<file path="src/rtl/fetch_pkg.sv">
// Shared types and constants for the instruction-fetch stage of the 16-bit pipeline.
package fetch_pkg;

  localparam int PC_W    = 16;
  localparam int INSTR_W = 16;

  typedef logic [PC_W-1:0]    pc_t;
  typedef logic [INSTR_W-1:0] instr_t;

  localparam instr_t NOP_INSTR    = 16'h0000;
  localparam pc_t    RESET_PC_DEF = 16'h0000;

  typedef struct packed {
    logic   valid;
    instr_t instr;
    pc_t    pc;
  } fetch_entry_t;

  typedef enum logic [1:0] {
    SRC_BUBBLE,
    SRC_PEND,
    SRC_SKID
  } out_src_e;

  // Sequential successor; wraps 16'hFFFF -> 16'h0000 through natural truncation.
  function automatic pc_t pc_next(input pc_t pc);
    return pc + pc_t'(1);
  endfunction

endpackage

</file>
<file path="src/rtl/fetch_skid_entry.sv">
// Single-entry {valid, instr, pc} holder that parks a fetched instruction while IF/ID is stalled.
module fetch_skid_entry
  import fetch_pkg::*;
(
  input  logic   clk_i,
  input  logic   reset_i,
  input  logic   capture_i,
  input  logic   release_i,
  input  logic   flush_i,
  input  instr_t instr_i,
  input  pc_t    pc_i,
  output logic   valid_o,
  output instr_t instr_o,
  output pc_t    pc_o
);

  fetch_entry_t entry_q, entry_d;

  // Flush beats capture so a redirect can never leave a stale entry behind.
  always_comb begin
    entry_d = entry_q;
    if (flush_i) begin
      entry_d.valid = 1'b0;
    end else if (capture_i) begin
      entry_d.valid = 1'b1;
      entry_d.instr = instr_i;
      entry_d.pc    = pc_i;
    end else if (release_i) begin
      entry_d.valid = 1'b0;
    end
  end

  always_ff @(posedge clk_i) begin
    if (reset_i) begin
      entry_q.valid <= 1'b0;
      entry_q.instr <= NOP_INSTR;
      entry_q.pc    <= '0;
    end else begin
      entry_q <= entry_d;
    end
  end

  assign valid_o = entry_q.valid;
  assign instr_o = entry_q.instr;
  assign pc_o    = entry_q.pc;

endmodule

</file>
<file path="src/rtl/fetch_stage.sv">
// Instruction-fetch stage: PC, 1-cycle-latency imem requests, IF/ID drive, stall skid and redirect squash.
module fetch_stage
  import fetch_pkg::*;
#(
  parameter pc_t    RESET_PC = RESET_PC_DEF,
  parameter instr_t NOP      = NOP_INSTR
) (
  input  logic   clk_i,
  input  logic   reset_i,
  input  logic   stall_i,
  input  logic   redirect_i,
  input  pc_t    redirect_pc_i,
  output logic   imem_en_o,
  output pc_t    imem_addr_o,
  input  instr_t imem_rdata_i,
  output instr_t fetch_instr_o,
  output pc_t    fetch_pc_o,
  output logic   fetch_valid_o,
  output logic   ifid_ld_o
);

  pc_t  pc_q, pc_d;
  logic pend_q, pend_d;
  pc_t  pend_pc_q, pend_pc_d;

  logic   skid_valid;
  instr_t skid_instr;
  pc_t    skid_pc;
  logic   skid_capture;
  logic   skid_release;

  out_src_e src;
  logic     src_valid;
  instr_t   src_instr;
  pc_t      src_pc;

  always_comb begin
    imem_en_o   = !reset_i && (redirect_i || !stall_i);
    imem_addr_o = redirect_i ? redirect_pc_i : pc_q;
  end

  always_comb begin
    pc_d      = pc_q;
    pend_d    = 1'b0;
    pend_pc_d = pend_pc_q;
    if (imem_en_o) begin
      pc_d      = pc_next(imem_addr_o);
      pend_d    = 1'b1;
      pend_pc_d = imem_addr_o;
    end
  end

  always_ff @(posedge clk_i) begin
    if (reset_i) begin
      pc_q      <= RESET_PC;
      pend_q    <= 1'b0;
      pend_pc_q <= RESET_PC;
    end else begin
      pc_q      <= pc_d;
      pend_q    <= pend_d;
      pend_pc_q <= pend_pc_d;
    end
  end

  // Park the pending response whenever IF/ID cannot take it this cycle.
  assign skid_capture = pend_q && (stall_i || skid_valid);
  assign skid_release = !stall_i;

  fetch_skid_entry u_skid (
    .clk_i     (clk_i),
    .reset_i   (reset_i),
    .capture_i (skid_capture),
    .release_i (skid_release),
    .flush_i   (redirect_i),
    .instr_i   (imem_rdata_i),
    .pc_i      (pend_pc_q),
    .valid_o   (skid_valid),
    .instr_o   (skid_instr),
    .pc_o      (skid_pc)
  );

  always_comb begin
    if (skid_valid) begin
      src = SRC_SKID;
    end else if (pend_q) begin
      src = SRC_PEND;
    end else begin
      src = SRC_BUBBLE;
    end
  end

  always_comb begin
    src_valid = 1'b0;
    src_instr = NOP;
    src_pc    = pc_q;
    case (src)
      SRC_SKID: begin
        src_valid = 1'b1;
        src_instr = skid_instr;
        src_pc    = skid_pc;
      end
      SRC_PEND: begin
        src_valid = 1'b1;
        src_instr = imem_rdata_i;
        src_pc    = pend_pc_q;
      end
      default: begin
        src_valid = 1'b0;
      end
    endcase
  end

  // Reset forces the IF/ID inputs to their idle values even while old state is still live.
  always_comb begin
    fetch_valid_o = !reset_i && src_valid && !redirect_i;
    fetch_instr_o = fetch_valid_o ? src_instr : NOP;
    fetch_pc_o    = reset_i ? RESET_PC : src_pc;
    ifid_ld_o     = reset_i || !stall_i || redirect_i;
  end

endmodule

</file>
<file path="config.mk">
export PLATFORM = sky130hd
export DESIGN_NAME = fetch_stage
export DESIGN_NICKNAME = d
export VERILOG_FILES = /design/src/rtl/fetch_pkg.sv /design/src/rtl/fetch_skid_entry.sv /design/src/rtl/fetch_stage.sv
export SDC_FILE = /design/constraint.sdc
export NUM_CORES = 1
export LEC_CHECK = 0
export ABC_CLOCK_PERIOD_IN_PS = 2600
export BUFFER_PORTS_ARGS = -buffer_cell sky130_fd_sc_hd__buf_2
export CAP_MARGIN = 20
export CORE_ASPECT_RATIO = 0.9
export CORE_MARGIN = 3
export CORE_UTILIZATION = 48
export CTS_CLUSTER_DIAMETER = 60
export CTS_CLUSTER_SIZE = 24
export DETAILED_ROUTE_END_ITERATION = 10
export PLACE_DENSITY = 0.76
export SLEW_MARGIN = 20
export SYNTH_ARGS = -nofsm -noshare
export SYNTH_HDL_FRONTEND = slang
export SYNTH_SLANG_ARGS = --single-unit
</file>
<file path="constraint.sdc">
create_clock -name clk_i -period 2.6 [get_ports clk_i]
set_clock_uncertainty 0.1 [all_clocks]
set_input_delay 0.52 -clock clk_i [delete_from_list [all_inputs] [get_ports clk_i]]
set_output_delay 0.52 -clock clk_i [all_outputs]
set_load 0.01 [all_outputs]
</file>
==> metrics.yaml <==
status: "finished clean"
rows: 28
holdBufCountCts: 0
cts-buffers-inserted: 9
max_slew_margin_pct: 56.2
synth_area_leaders: "dfxtp_1, nand2_1, a21oi_1"
hold_depth: 2
wirelength_met1_um: 4130
ios: 87
grt_pass1_vias: 3204
die_y_um: 86.6
fmax_mhz: 428
path_buf_inv: 4
ys_seq_area_share_pct: 38.1
place_congestion: 0.902
synth_seq_cells: 66
synth_edf_count: 0
hpwl_um: 6650
route.met3.wl_um: 603
crit_chain: "buf_2 > buf_4 > mux2i_1 > inv_1 > buf_2"
cts_resized: 0
post_cts_buffers: 0
core-area_um2: 6800
multiInputGateArea_um2: 1920
path_clk_slew_ps: 70
fin_area_um2: 4170
hold_start: "reset_i"
n_antenna_cell: 0
crit_type: "in -> out"
top_layer: "met4"
yosysTopAreaCell: "dfxtp_1"
root_buffer: "clkbuf_8"
overflow: 0
wl_um: 9400
p_leak_nw: 1.94
clockBufferDepth: 2
worst_pin_slew_ps: 656
clock-sinks: 66
io_buffers: 86
ys_types: 38
yosysTopAreaCellShare_pct: 38.1
finalCritPeriodShare_pct: 89.9
ff2ff_path_depth: 7
die_x_um: 95.6
drc: 0
via_per_inst: 5.38
crit_top_cell: "buf_2"
place_area_um2: 3970
grt_max_degree: 49
timing.rr.end: "pc_q[14]$_SDFFE_PP0P_"
maxCapViolations: 0
ctsHtreeMaxLevel: 3
hold_violations: 0
seqCellArea_um2: 1320
wl_met2_um: 4510
crit_arrival_ps: 1720
dr.pass1.iters: 6
ir_worst_vdd_v: 0.000351
tns_ps: 0
drt_iter0_drc: 197
avgRoutedWirePerCell_um: 14.4
setup_viol: 0
rsz0062_at_grt: "no"
synthToLayoutAreaGrowth_pct: 20.4
start_kind: "input pin"
r2r_setup_slack_ps: 570
synthArstFlopShare_pct: 0
avgSynthCellArea_um2: 7.24
yosys_warnings: 0
synthesis.nets: 516
dieArea_um2: 8280
timing.rr.start: "pc_q[0]$_SDFFE_PP0P_"
fillCellCount: 645
synth_ff_type: "dfxtp_1"
cp_slowest_cell: "mux2i_1"
min_period_ps: 2340
slowest_delay_ps: 410
path_delay_family: "buffers and inverters"
grt_antenna_before_repair: 0
via_count: 3507
worstHoldPathType: "in -> reg"
hold_end: "u_skid.pc_o[7]$_SDFFE_PP0P_"
start_util_pct: 51.0
cts_tree: "yes"
layout_common_cells: "nand2_1, buf_2, nor2_1, a21oi_1, dfxtp_1"
layout-drive-gt1-share_pct: 21.9
cp.required_ps: 1980
crit_fanout: 16
hold_ws_ps: 296
final_common_cell: "nand2_1"
grt_pass1_wl_um: 15300
grt_usage_pct: 23.5
clock_latency_ps: 340
crit_path_end_kind: "primary output"
nets: 594
syn_inst: 479
powerDensity_nw_per_um2: 561
slew_violations: 0
synth.cell_area_um2: 3470
antenna_left: 0
-- cells in the mapped netlist, drive strengths merged (2+ instances only) --
| cell type | count |
|---|---|
| nand2 | 112 |
| dfxtp | 66 |
| nor2 | 66 |
| a21oi | 65 |
| o21ai | 31 |
| mux2i | 30 |
| clkbuf | 23 |
| inv | 19 |
| buf | 12 |
| nand3 | 11 |
| xnor2 | 11 |
| nand3b | 5 |
| a22o | 4 |
| nand4 | 4 |
| and2 | 3 |
| a211oi | 2 |
| mux2 | 2 |
-- worst max path at each step --
stage                                     start               endpoint  slack [ps]  cells after the start
floorplan                            redirect_i  pc_q[14]$_SDFFE_PP0P_          70                      9
global placement                     redirect_i  pc_q[15]$_SDFFE_PP0P_         240                      7
detailed placement                   redirect_i  pc_q[15]$_SDFFE_PP0P_         180                      7
CTS                 u_skid.valid_o$_SDFFE_PP0P_          fetch_pc_o[0]         270                      5
global route                  pend_q$_SDFF_PP0_          fetch_pc_o[7]         110                      6
finish                               redirect_i        imem_addr_o[14]         260                      5
-- sequential cells by signal, indices dropped and copies added (netlist names) --
signal,flops
u_skid.instr_o,16
u_skid.pc_o,16
pend_pc_q,16
pc_q,16
pend_q,1
u_skid.valid_o,1
-- worst reg2reg max path: stages, from the launching register on --
cell     delay, ps
dfxtp_1        400
mux2i_1        110
inv_1          120
ha_1           200
and2_1         240
nand4_2        150
or3_1          360
a32o_1         250
-- per-layer routing --
metal | vias up | track usage (%)
met4 | 0 | 6.59
li1 | 1744 | -
met1 | 1648 | 29.9
met2 | 97 | 38.9
met3 | 18 | 6.68
met5 | - | 0
-- report_power, final --
| part | leakage, nW | internal (W) | switching [W] |
|---|---|---|---|
| clock network | 0.101 | 0.000495 | 0.000368 |
| logic | 1.30 | 0.000149 | 0.000221 |
| registers | 0.539 | 0.00106 | 0.0000486 |
-- metrics by stage --
step | total power, W | util, % | worst slack [ps] | instances
finish | 0.00234 | 61.4 | 262 | 652
global route | 0.00246 | 61.4 | 112 | 652
CTS | 0.00235 | 61.4 | 267 | 652
detailed placement | 0.00150 | 58.5 | 178 | 636
global placement | 0.00149 | 58.5 | 236 | 636
floorplan | 0.00136 | - | 74.1 | 479
-- cell families after synthesis --
family                     count (synthesis)  synth area share (%)
and+or+nand+nor                          204                  24.7
buffers and inverters                     54                  6.57
xor gates and xnor gates                  12                  3.03
AOI/OAI and AO/OA                        110                  17.9
adders and majority gates                  1                 0.361
DFF                                       66                  38.1
muxes                                     32                  9.31
-- final cells by class --
| cell class | instances | share of cell area (%) |
|---|---|---|
| clock buffers | 14 | 3.90 |
| clock inverters | 2 | 0.840 |
| inverters | 19 | 1.71 |
| multi-input cells | 359 | 46.0 |
| flip-flops and latches | 66 | 31.7 |
| well taps | 90 | 2.70 |
| repair buffers | 102 | 13.2 |
No activity file was read; power rests on OpenSTA's default activity.
